**src/rtl/response_transmitter_pkg.sv**
```systemverilog
// Shared types for the response transmitter: FSM state encoding and default checksum seed.
// The checksum states only exist when RESP_CHECKSUM_EN is defined.
package response_transmitter_pkg;

    localparam logic [7:0] DEFAULT_CHECKSUM_SEED = 8'h00;

    typedef enum logic [2:0] {
        ST_IDLE      = 3'd0,
        ST_START     = 3'd1,
        ST_WAIT_DONE = 3'd2
`ifdef RESP_CHECKSUM_EN
        ,
        ST_CHK_START = 3'd3,
        ST_CHK_WAIT  = 3'd4
`endif
    } state_t;

`ifdef RESP_CHECKSUM_EN
    // Running XOR checksum over the bytes of one response pair.
    function automatic logic [7:0] chk_fold(input logic [7:0] acc, input logic [7:0] data);
        return acc ^ data;
    endfunction
`endif

endpackage

```
**src/rtl/response_transmitter_if.sv**
```systemverilog
// Handshake bundle between the response handler / UART_TX side (master) and the transmitter (slave).
interface response_transmitter_if;
    logic       response_ready;
    logic [7:0] response;
    logic       tx_busy;
    logic       tx_done;
    logic       tx_start;
    logic [7:0] tx_data;
    logic       pair_sent;
    logic       overflow;
    logic       idle;

    modport master (
        output response_ready, response, tx_busy, tx_done,
        input  tx_start, tx_data, pair_sent, overflow, idle
    );

    modport slave (
        input  response_ready, response, tx_busy, tx_done,
        output tx_start, tx_data, pair_sent, overflow, idle
    );
endinterface

```
**src/rtl/response_transmitter_byte_fifo.sv**
```systemverilog
// Power-of-two byte FIFO; a push while full is accepted only when a pop happens on the same edge.
module byte_fifo #(
    parameter int DEPTH = 4,
    localparam int PW = $clog2(DEPTH),
    localparam int CW = PW + 1
) (
    input  logic          clock,
    input  logic          reset,
    input  logic          push,
    input  logic          pop,
    input  logic [7:0]    din,
    output logic [7:0]    dout,
    output logic          full,
    output logic          empty,
    output logic [CW-1:0] count
);
    logic [7:0]    mem_r [DEPTH];
    logic [PW-1:0] wr_ptr_r;
    logic [PW-1:0] rd_ptr_r;
    logic [CW-1:0] count_r;
    logic          push_ok_s;
    logic          pop_ok_s;

    assign full      = (count_r == CW'(DEPTH));
    assign empty     = (count_r == {CW{1'b0}});
    assign count     = count_r;
    assign dout      = mem_r[rd_ptr_r];
    assign pop_ok_s  = pop && !empty;
    assign push_ok_s = push && (!full || pop_ok_s);

    // Pointer and occupancy bookkeeping; pointers wrap naturally modulo DEPTH.
    always_ff @(posedge clock) begin
        if (reset) begin
            wr_ptr_r <= {PW{1'b0}};
            rd_ptr_r <= {PW{1'b0}};
            count_r  <= {CW{1'b0}};
        end else begin
            if (push_ok_s) wr_ptr_r <= wr_ptr_r + PW'(1);
            if (pop_ok_s)  rd_ptr_r <= rd_ptr_r + PW'(1);
            count_r <= count_r + CW'(push_ok_s) - CW'(pop_ok_s);
        end
    end

    // Storage array write port.
    always_ff @(posedge clock) begin
        if (push_ok_s) mem_r[wr_ptr_r] <= din;
    end
endmodule

```
**src/rtl/response_transmitter.sv**
```systemverilog
// Buffers response bytes and feeds them pairwise (type, data) to UART_TX via a start/done handshake.
// Define RESP_CHECKSUM_EN to append an XOR checksum byte after every pair.
module response_transmitter
    import response_transmitter_pkg::*;
#(
    parameter int         FIFO_DEPTH    = 4,
    parameter logic [7:0] CHECKSUM_SEED = DEFAULT_CHECKSUM_SEED
) (
    input  logic                  clock,
    input  logic                  reset,
    response_transmitter_if.slave bus
);
    localparam int CW = $clog2(FIFO_DEPTH) + 1;

    state_t        state_r;
    state_t        state_next_s;
    logic          phase_r;
    logic          tx_start_r;
    logic [7:0]    tx_data_r;
    logic          pair_sent_r;
    logic          overflow_r;
    logic          idle_r;
    logic          pop_s;
    logic          start_s;
    logic [7:0]    start_byte_s;
    logic          pair_done_s;
    logic          push_acc_s;
    logic          fifo_full_s;
    logic          fifo_empty_s;
    logic [7:0]    fifo_dout_s;
    logic [CW-1:0] fifo_count_s;
    logic [CW-1:0] count_nxt_s;
`ifdef RESP_CHECKSUM_EN
    logic [7:0]    acc_r;
`endif

    byte_fifo #(.DEPTH(FIFO_DEPTH)) u_fifo (
        .clock (clock),
        .reset (reset),
        .push  (bus.response_ready),
        .pop   (pop_s),
        .din   (bus.response),
        .dout  (fifo_dout_s),
        .full  (fifo_full_s),
        .empty (fifo_empty_s),
        .count (fifo_count_s)
    );

    // Predicted FIFO occupancy after this edge, so idle can be registered without lag.
    assign push_acc_s  = bus.response_ready && (!fifo_full_s || pop_s);
    assign count_nxt_s = fifo_count_s + CW'(push_acc_s) - CW'(pop_s);

    // Next-state and per-state strobes.
    always_comb begin
        state_next_s = state_r;
        pop_s        = 1'b0;
        start_s      = 1'b0;
        start_byte_s = fifo_dout_s;
        pair_done_s  = 1'b0;
        case (state_r)
            ST_IDLE: begin
                if (!fifo_empty_s && !bus.tx_busy) state_next_s = ST_START;
                else                               state_next_s = ST_IDLE;
            end
            ST_START: begin
                pop_s        = 1'b1;
                start_s      = 1'b1;
                start_byte_s = fifo_dout_s;
                state_next_s = ST_WAIT_DONE;
            end
            ST_WAIT_DONE: begin
                if (bus.tx_done) begin
`ifdef RESP_CHECKSUM_EN
                    if (phase_r) state_next_s = ST_CHK_START;
                    else         state_next_s = ST_IDLE;
`else
                    pair_done_s  = phase_r;
                    state_next_s = ST_IDLE;
`endif
                end else begin
                    state_next_s = ST_WAIT_DONE;
                end
            end
`ifdef RESP_CHECKSUM_EN
            ST_CHK_START: begin
                start_s      = 1'b1;
                start_byte_s = acc_r;
                state_next_s = ST_CHK_WAIT;
            end
            ST_CHK_WAIT: begin
                if (bus.tx_done) begin
                    pair_done_s  = 1'b1;
                    state_next_s = ST_IDLE;
                end else begin
                    state_next_s = ST_CHK_WAIT;
                end
            end
`endif
            default: state_next_s = ST_IDLE;
        endcase
    end

    // State register and registered handshake outputs.
    always_ff @(posedge clock) begin
        if (reset) begin
            state_r     <= ST_IDLE;
            phase_r     <= 1'b0;
            tx_start_r  <= 1'b0;
            tx_data_r   <= 8'h00;
            pair_sent_r <= 1'b0;
            overflow_r  <= 1'b0;
            idle_r      <= 1'b1;
        end else begin
            state_r     <= state_next_s;
            tx_start_r  <= start_s;
            pair_sent_r <= pair_done_s;
            if (start_s) tx_data_r <= start_byte_s;
            if ((state_r == ST_WAIT_DONE) && bus.tx_done) phase_r <= ~phase_r;
            overflow_r  <= overflow_r | (bus.response_ready && fifo_full_s && !pop_s);
            idle_r      <= (state_next_s == ST_IDLE) && (count_nxt_s == {CW{1'b0}});
        end
    end

`ifdef RESP_CHECKSUM_EN
    // Checksum accumulator: folds each popped byte, reloads once the checksum frame completes.
    always_ff @(posedge clock) begin
        if (reset)            acc_r <= CHECKSUM_SEED;
        else if (pop_s)       acc_r <= chk_fold(acc_r, fifo_dout_s);
        else if (pair_done_s) acc_r <= CHECKSUM_SEED;
    end
`endif

    assign bus.tx_start  = tx_start_r;
    assign bus.tx_data   = tx_data_r;
    assign bus.pair_sent = pair_sent_r;
    assign bus.overflow  = overflow_r;
    assign bus.idle      = idle_r;
endmodule

```
**src/flat_wrapper.sv**
```systemverilog
// flat-port wrapper written by rule: the top's interface ports become plain ports
module response_transmitter_flat import response_transmitter_pkg::*;
#(
    parameter int         FIFO_DEPTH    = 4,
    parameter logic [7:0] CHECKSUM_SEED = DEFAULT_CHECKSUM_SEED
)
  (clock, reset, bus_response_ready, bus_response, bus_tx_busy, bus_tx_done, bus_tx_start, bus_tx_data, bus_pair_sent, bus_overflow, bus_idle);
  response_transmitter_if bus_i ();
  input  logic clock;
  input  logic reset;
  input wire logic [$bits(bus_i.response_ready)-1:0] bus_response_ready;
  input wire logic [$bits(bus_i.response)-1:0] bus_response;
  input wire logic [$bits(bus_i.tx_busy)-1:0] bus_tx_busy;
  input wire logic [$bits(bus_i.tx_done)-1:0] bus_tx_done;
  output wire logic [$bits(bus_i.tx_start)-1:0] bus_tx_start;
  output wire logic [$bits(bus_i.tx_data)-1:0] bus_tx_data;
  output wire logic [$bits(bus_i.pair_sent)-1:0] bus_pair_sent;
  output wire logic [$bits(bus_i.overflow)-1:0] bus_overflow;
  output wire logic [$bits(bus_i.idle)-1:0] bus_idle;
  assign bus_i.response_ready = bus_response_ready;
  assign bus_i.response = bus_response;
  assign bus_i.tx_busy = bus_tx_busy;
  assign bus_i.tx_done = bus_tx_done;
  assign bus_tx_start = bus_i.tx_start;
  assign bus_tx_data = bus_i.tx_data;
  assign bus_pair_sent = bus_i.pair_sent;
  assign bus_overflow = bus_i.overflow;
  assign bus_idle = bus_i.idle;
  response_transmitter #(.FIFO_DEPTH(FIFO_DEPTH), .CHECKSUM_SEED(CHECKSUM_SEED)) u_core (.clock(clock), .reset(reset), .bus(bus_i));
endmodule
```
**config.mk**
```make
export PLATFORM = sky130hd
export DESIGN_NAME = response_transmitter_flat
export DESIGN_NICKNAME = d
export VERILOG_FILES = /design/src/rtl/response_transmitter_pkg.sv /design/src/rtl/response_transmitter_if.sv /design/src/rtl/response_transmitter_byte_fifo.sv /design/src/rtl/response_transmitter.sv /design/src/flat_wrapper.sv
export SDC_FILE = /design/constraint.sdc
export NUM_CORES = 1
export LEC_CHECK = 0
export ABC_AREA = 0
export BUFFER_PORTS_ARGS = -buffer_cell sky130_fd_sc_hd__buf_4
export CAP_MARGIN = 20
export CELL_PAD_IN_SITES_DETAIL_PLACEMENT = 0
export CELL_PAD_IN_SITES_GLOBAL_PLACEMENT = 2
export CORE_MARGIN = 2
export CORE_UTILIZATION = 40
export DETAILED_ROUTE_END_ITERATION = 12
export PLACE_DENSITY = 0.87
export SLEW_MARGIN = 20
export SYNTH_ARGS = -nofsm -noshare
export SYNTH_HDL_FRONTEND = slang
export SYNTH_SLANG_ARGS = --single-unit
```
**constraint.sdc**
```tcl
create_clock -name clock -period 2.65 [get_ports clock]
set_input_delay 0.795 -clock clock [delete_from_list [all_inputs] [get_ports clock]]
set_output_delay 0.795 -clock clock [all_outputs]
set_load 0.02 [all_outputs]
```
======== Word level (Yosys, flattened, before mapping) ========
Memories as Yosys holds them, arrays and structs flattened. A register that Yosys moved wholly into a read port is not among the register bits.
Index checks and enable logic that the tools add are counted.
cells by class
  mux-type cells .......................... 6
  reductions and logical operators ........ 19
  bitwise operators ....................... 4
  $add $sub $neg .......................... 6
  equality and inequality tests ........... 3
operators by type and width
  cell                                            number
  zero test 3 bit                                 4
  case mux 3 bit (3 select lines)                 1
  logical AND 1 bit                               8
  adder 3 x 1 -> 3 bit                            2
  subtractor 3 x 1 -> 3 bit                       2
  adder 2 x 1 -> 2 bit (second input constant)    2
  zero test 1 bit                                 4
  two-way mux 1 bit                               4
  == test 3 x 1 -> 1 bit (second input constant)  1
  == test 3 x 2 -> 1 bit (second input constant)  1
  == test 3 bit (second input constant)           1
  NOT 1 bit                                       3
  OR reduction 3 bit                              1
  logical OR 1 bit                                2
  two-way mux 2 bit                               1
  bitwise OR 1 bit                                1
word-level totals
  RAM bits ................................ 32
  bits of input ports ..................... 13
  output and inout bits ................... 12
  register bits after elaboration ......... 15
  memories kept ........................... 1
memories
  name                 words  bits a word  read ports  clocked after Yosys merged registers in  wr ports  line                                  text
  u_core.u_fifo.mem_r  4      8            1           1                                        1         response_transmitter_byte_fifo.sv:17  logic [7:0] mem_r [DEPTH];

======== Logic depth before layout (Yosys ltp) ========
  word-level depth ........................ 8
  gate-level depth with buffers ........... 8

======== Hierarchy ========
From an unflattened synthesis, not the netlist that was laid out.
unflattened totals
  cell total of the unflattened synthesis .. 156
  area total of the unflattened synthesis .. 2,229.6 µm²
modules (own cells, without submodules)
  module                instances  cells an instance  sequential area each (µm²)  area an instance (µm²)
  byte_fifo             1          89                 1,141.1                     1,649.1
  response_transmitter  1          67                 300.3                       580.6

======== Worst setup path after synthesis ========
OpenSTA, ideal clock, no wires.
  path kind ............................... input -> register
  start ................................... input port bus_response_ready
  end ..................................... register u_core.idle_r, in the netlist u_core.bus.idle
  required time ........................... 2,534 ps
  cell stages on the path ................. 7
  setup time .............................. 116 ps
  path buffers ............................ 0
  arrival ................................. 2,099 ps
  setup slack ............................. 435 ps
  path through ............................ inv_1 a31oi_4 a21bo_2 ha_1 fa_1 nor2_1 a41o_1
on the way
  longest elaborated chain between the ends .. 5
RTL lines
  what                       line                         text
  start: declaration         flat_wrapper.sv:11           input wire logic [$bits(bus_i.response_ready)-1:0] bus_response_ready;
  logical AND 1 bit          response_transmitter.sv:50   assign push_acc_s = bus.response_ready && (!fifo_full_s || pop_s);
  adder 3 x 1 -> 3 bit       response_transmitter.sv:51   assign count_nxt_s = fifo_count_s + CW'(push_acc_s) - CW'(pop_s);
  subtractor 3 x 1 -> 3 bit  response_transmitter.sv:51
  zero test 3 bit            response_transmitter.sv:120  idle_r <= (state_next_s == ST_IDLE) && (count_nxt_s == {CW{1'b0}});
  logical AND 1 bit          response_transmitter.sv:120
  end signal: assignment     response_transmitter.sv:120
  end: declaration           response_transmitter.sv:22   logic idle_r;
Every way passes these cells.
A chain may end at the register's enable or synchronous reset.

======== Worst setup path in the final report ========
  start ................................... register u_core.state_r[1]
  end ..................................... register u_core.idle_r, in the netlist u_core.bus.idle
on the way
  longest elaborated chain between the ends .. 8
RTL lines
  what                       line                         text
  start: declaration         response_transmitter.sv:15   state_t state_r;
  start signal: assignment   response_transmitter.sv:114  state_r <= state_next_s;
  == test 3 x 1 -> 1 bit     response_transmitter.sv:60   case (state_r)
  two-way mux 1 bit          response_transmitter.sv:60
  logical OR 1 bit           response_transmitter.sv:50
  logical AND 1 bit          response_transmitter.sv:50
  adder 3 x 1 -> 3 bit       response_transmitter.sv:51
  subtractor 3 x 1 -> 3 bit  response_transmitter.sv:51
  zero test 3 bit            response_transmitter.sv:120
  logical AND 1 bit (*)      response_transmitter.sv:120
Every way passes the cells marked *; elsewhere a longest branch is shown, timed or not.

==> reports/qor.yml <==
run_status:
  status: "completed"
grt:
  grt_pass1_wl_um: 6334
  grtUsageTotal: 0.1365
  grt-ovfl-total: 0
  antenna_found_initial: 0
  grt_pass1_vias: 1302
  grt_max_degree: 25
pwr:
  internal_power_mw: 1.393
  seqPwrFrac: 0.541
  pwr-share-clk: 0.231
  leakage_nw: 0.8897
  power.density_nw_per_um2: 789.4
  ir_drop_mv: 0.3295
  power_switching_share: 0.2940
  comb_power_share: 0.228
  p_switching_mw: 0.5798
clocking:
  ctsHoldBuffers: 0
  clock_sinks: 54
  clk_pin_slew_ps: 100
  clkLatencyLatePin_ps: 310
  ctsResizeCount: 0
  post_cts_buffers: 0
  cts_max_level: 2
  cts_root_buffer: "clkbuf_8"
  clock_path_buffers: 2
  tritoncts: "done"
  cts_buffers: 5
synthesis:
  ys_warn_count: 0
  async_reset_ff_frac: 0
  ys_ff_latch: 54
  synth_cell_types: 34
  syn_area_um2: 2180
  syn-mean-instance-area_um2: 14.34
  synth_edf_count: 32
  ys_seq_area_frac: 0.6429
  syn-num-nets: 173
  ys.flop_type: "edfxtp_1"
  postSynthCellCount: 152
sta:
  fin_skew_ps: 8.699
  rsz0062_at_grt: "no"
  period_needed_ps: 2152
  period_share: 0.8122
  hold_ws_ps: 463.1
  slew_headroom: 0.6031
  finalSetupViolCount: 0
  maxSlewViolCount: 0
  report.final.hold_viol_count: 0
  max_freq_ghz: 0.4646
  worstMarginPinSlew_ps: 594.6
  setup_tns_ps: 0
route:
  via_per_inst: 4.976
  drt_iter0_drc: 38
  wire_per_inst_um: 15.16
  vias: 1234
  drc: 0
  drt_pass1_iterations: 4
  ant_nets: 0
  drt-total-wl_um: 3759
final_layout:
  fin_nets: 198
  design_area_um2: 2499
  syn2layout_area_growth_pct: 14.64
  antenna_cells: 0
  drive_gt1_frac: 0.2360
placed_design:
  detailed_place_hpwl_um: 2577
  placed_cell_area_um2: 2412
  gp_congestion: 0.6850
  io_buffers: 24
worst_setup_path:
  worstSetupEndpointType: "register"
  critPathMaxFanout: 10
  critPathLaunchType: "register"
  cp.arrival_ps: 2360
  required_ps: 2850
  worstSetupPathType: "register to register"
floorplanning:
  dieWidth_um: 77.82
  core_um2: 5172
  num_rows: 26
  die_area_um2: 6055
  top_level_ports: 25
  die_h_um: 77.82
  initial_core_util: 0.4214
run:
  max_cap_violations: 0
worst_hold_path:
  hold_path.class: "register to register"
synth_stat cells (all sizes together) (2+ instances only):
master / count / area [um^2]
edfxtp: 32 / 960.9
dfxtp: 22 / 440.4
nand2: 18 / 67.56
nor2: 12 / 45.04
a21oi: 10 / 50.05
mux4: 8 / 191.4
ha: 6 / 75.07
inv: 5 / 18.76
and2: 4 / 25.02
clkbuf: 4 / 15.01
buf: 3 / 27.52
nand2b: 3 / 18.77
xnor2: 3 / 26.28
fa: 2 / 40.04
mux2: 2 / 22.52
nor2b: 2 / 12.51
nor3b: 2 / 15.01
or4: 2 / 15.01
stage by stage:
stage | total power [mW] | setup slack (ps) | cells | utilization
after floorplan | 1.401 | 435.0 | 152 | -
after global placement | 1.519 | 273.4 | 240 | 0.4664
after detailed placement | 1.544 | 203.2 | 240 | 0.4664
after CTS | 1.995 | 480.7 | 248 | 0.4831
after global routing | 2.086 | 354.4 | 248 | 0.4831
final | 1.972 | 497.7 | 248 | 0.4831
registers in the layout, summed over array words and instances, names as in the netlist:
register / count
u_core.bus.pair_sent: 1
u_core.phase_r: 1
u_core.state_r: 2
u_core.u_fifo.wr_ptr_r: 2
u_core.u_fifo.mem_r: 32
u_core.u_fifo.count: 3
u_core.bus.tx_data: 8
u_core.u_fifo.rd_ptr_r: 2
u_core.bus.idle: 1
u_core.bus.tx_start: 1
u_core.bus.overflow: 1
cell families after synthesis:
kind of cell | count (synthesis) | share of synthesized area
AOI/OAI and AO/OA | 16 | 0.05167
xor gates and xnor gates | 4 | 0.01608
adders and majority gates | 8 | 0.05281
buffers and inverters | 12 | 0.02812
DFF | 54 | 0.6429
muxes | 11 | 0.1028
and+or+nand+nor | 47 | 0.1056
critical path, cell delays in order (launching register included):
cell	delay [ps]
dfxtp_1	380
and2b_1	320
nand2_1	170
a21bo_2	240
ha_1	190
fa_1	480
nor2_1	50
a41o_1	220
power by group through the flow:
| stage | Sequential [mW] | Clock (mW) | Combinational [mW] |
|---|---|---|---|
| finish | 1.07 | 0.456 | 0.450 |
| global route | 1.08 | 0.500 | 0.505 |
| CTS | 1.07 | 0.468 | 0.459 |
| detailed placement | 1.09 | 0 | 0.457 |
| global placement | 1.08 | 0 | 0.440 |
| floorplan | 1.10 | 0 | 0.306 |
final cells by class:
type,count,area [um^2]
flip-flops and latches,54,1401
repair buffers,25,187.7
multi-input cells,86,716.9
well taps,70,87.58
clock inverters,2,13.76
fillers,468,2674
inverters,5,18.77
clock buffers,6,72.57
path summary, 6_finish.rpt:
kind                                             from               endpoint  slack (ps)  depth (start not counted)
worst min-delay path            u_core.bus.tx_data[3]  u_core.bus.tx_data[3]         460                          2
worst min register to register  u_core.bus.tx_data[3]  u_core.bus.tx_data[3]         460                          2
worst max-delay path                u_core.state_r[1]        u_core.bus.idle         500                          7
worst max register to register      u_core.state_r[1]        u_core.bus.idle         500                          7
routing by layer:
| metal | up-vias | GRT usage | share of wire |
|---|---|---|---|
| li1 | 589 | - | - |
| met1 | 607 | 0.1759 | 0.45 |
| met2 | 32 | 0.2241 | 0.49 |
| met3 | 6 | 0.03721 | 0.047 |
| met4 | 0 | 0.04286 | 0.013 |
| met5 | - | 0 | 0 |
cells in the final DEF, fill, tap and decap left out, types with 2 or more instances in the layout:
| master | count |
|---|---|
| inv_1 | 4 |
| buf_4 | 25 |
| a21oi_1 | 10 |
| edfxtp_1 | 32 |
| dfxtp_1 | 22 |
| clkbuf_8 | 5 |
| nor2b_1 | 2 |
| nand2_1 | 18 |
| nor3b_1 | 2 |
| mux4_2 | 5 |
| mux4_1 | 3 |
| nor2_1 | 12 |
| ha_1 | 6 |
| or4_1 | 2 |
| xnor2_1 | 3 |
| nand2b_1 | 3 |
| fa_1 | 2 |
| and2_1 | 4 |
No activity file was read; power rests on OpenSTA's default activity.
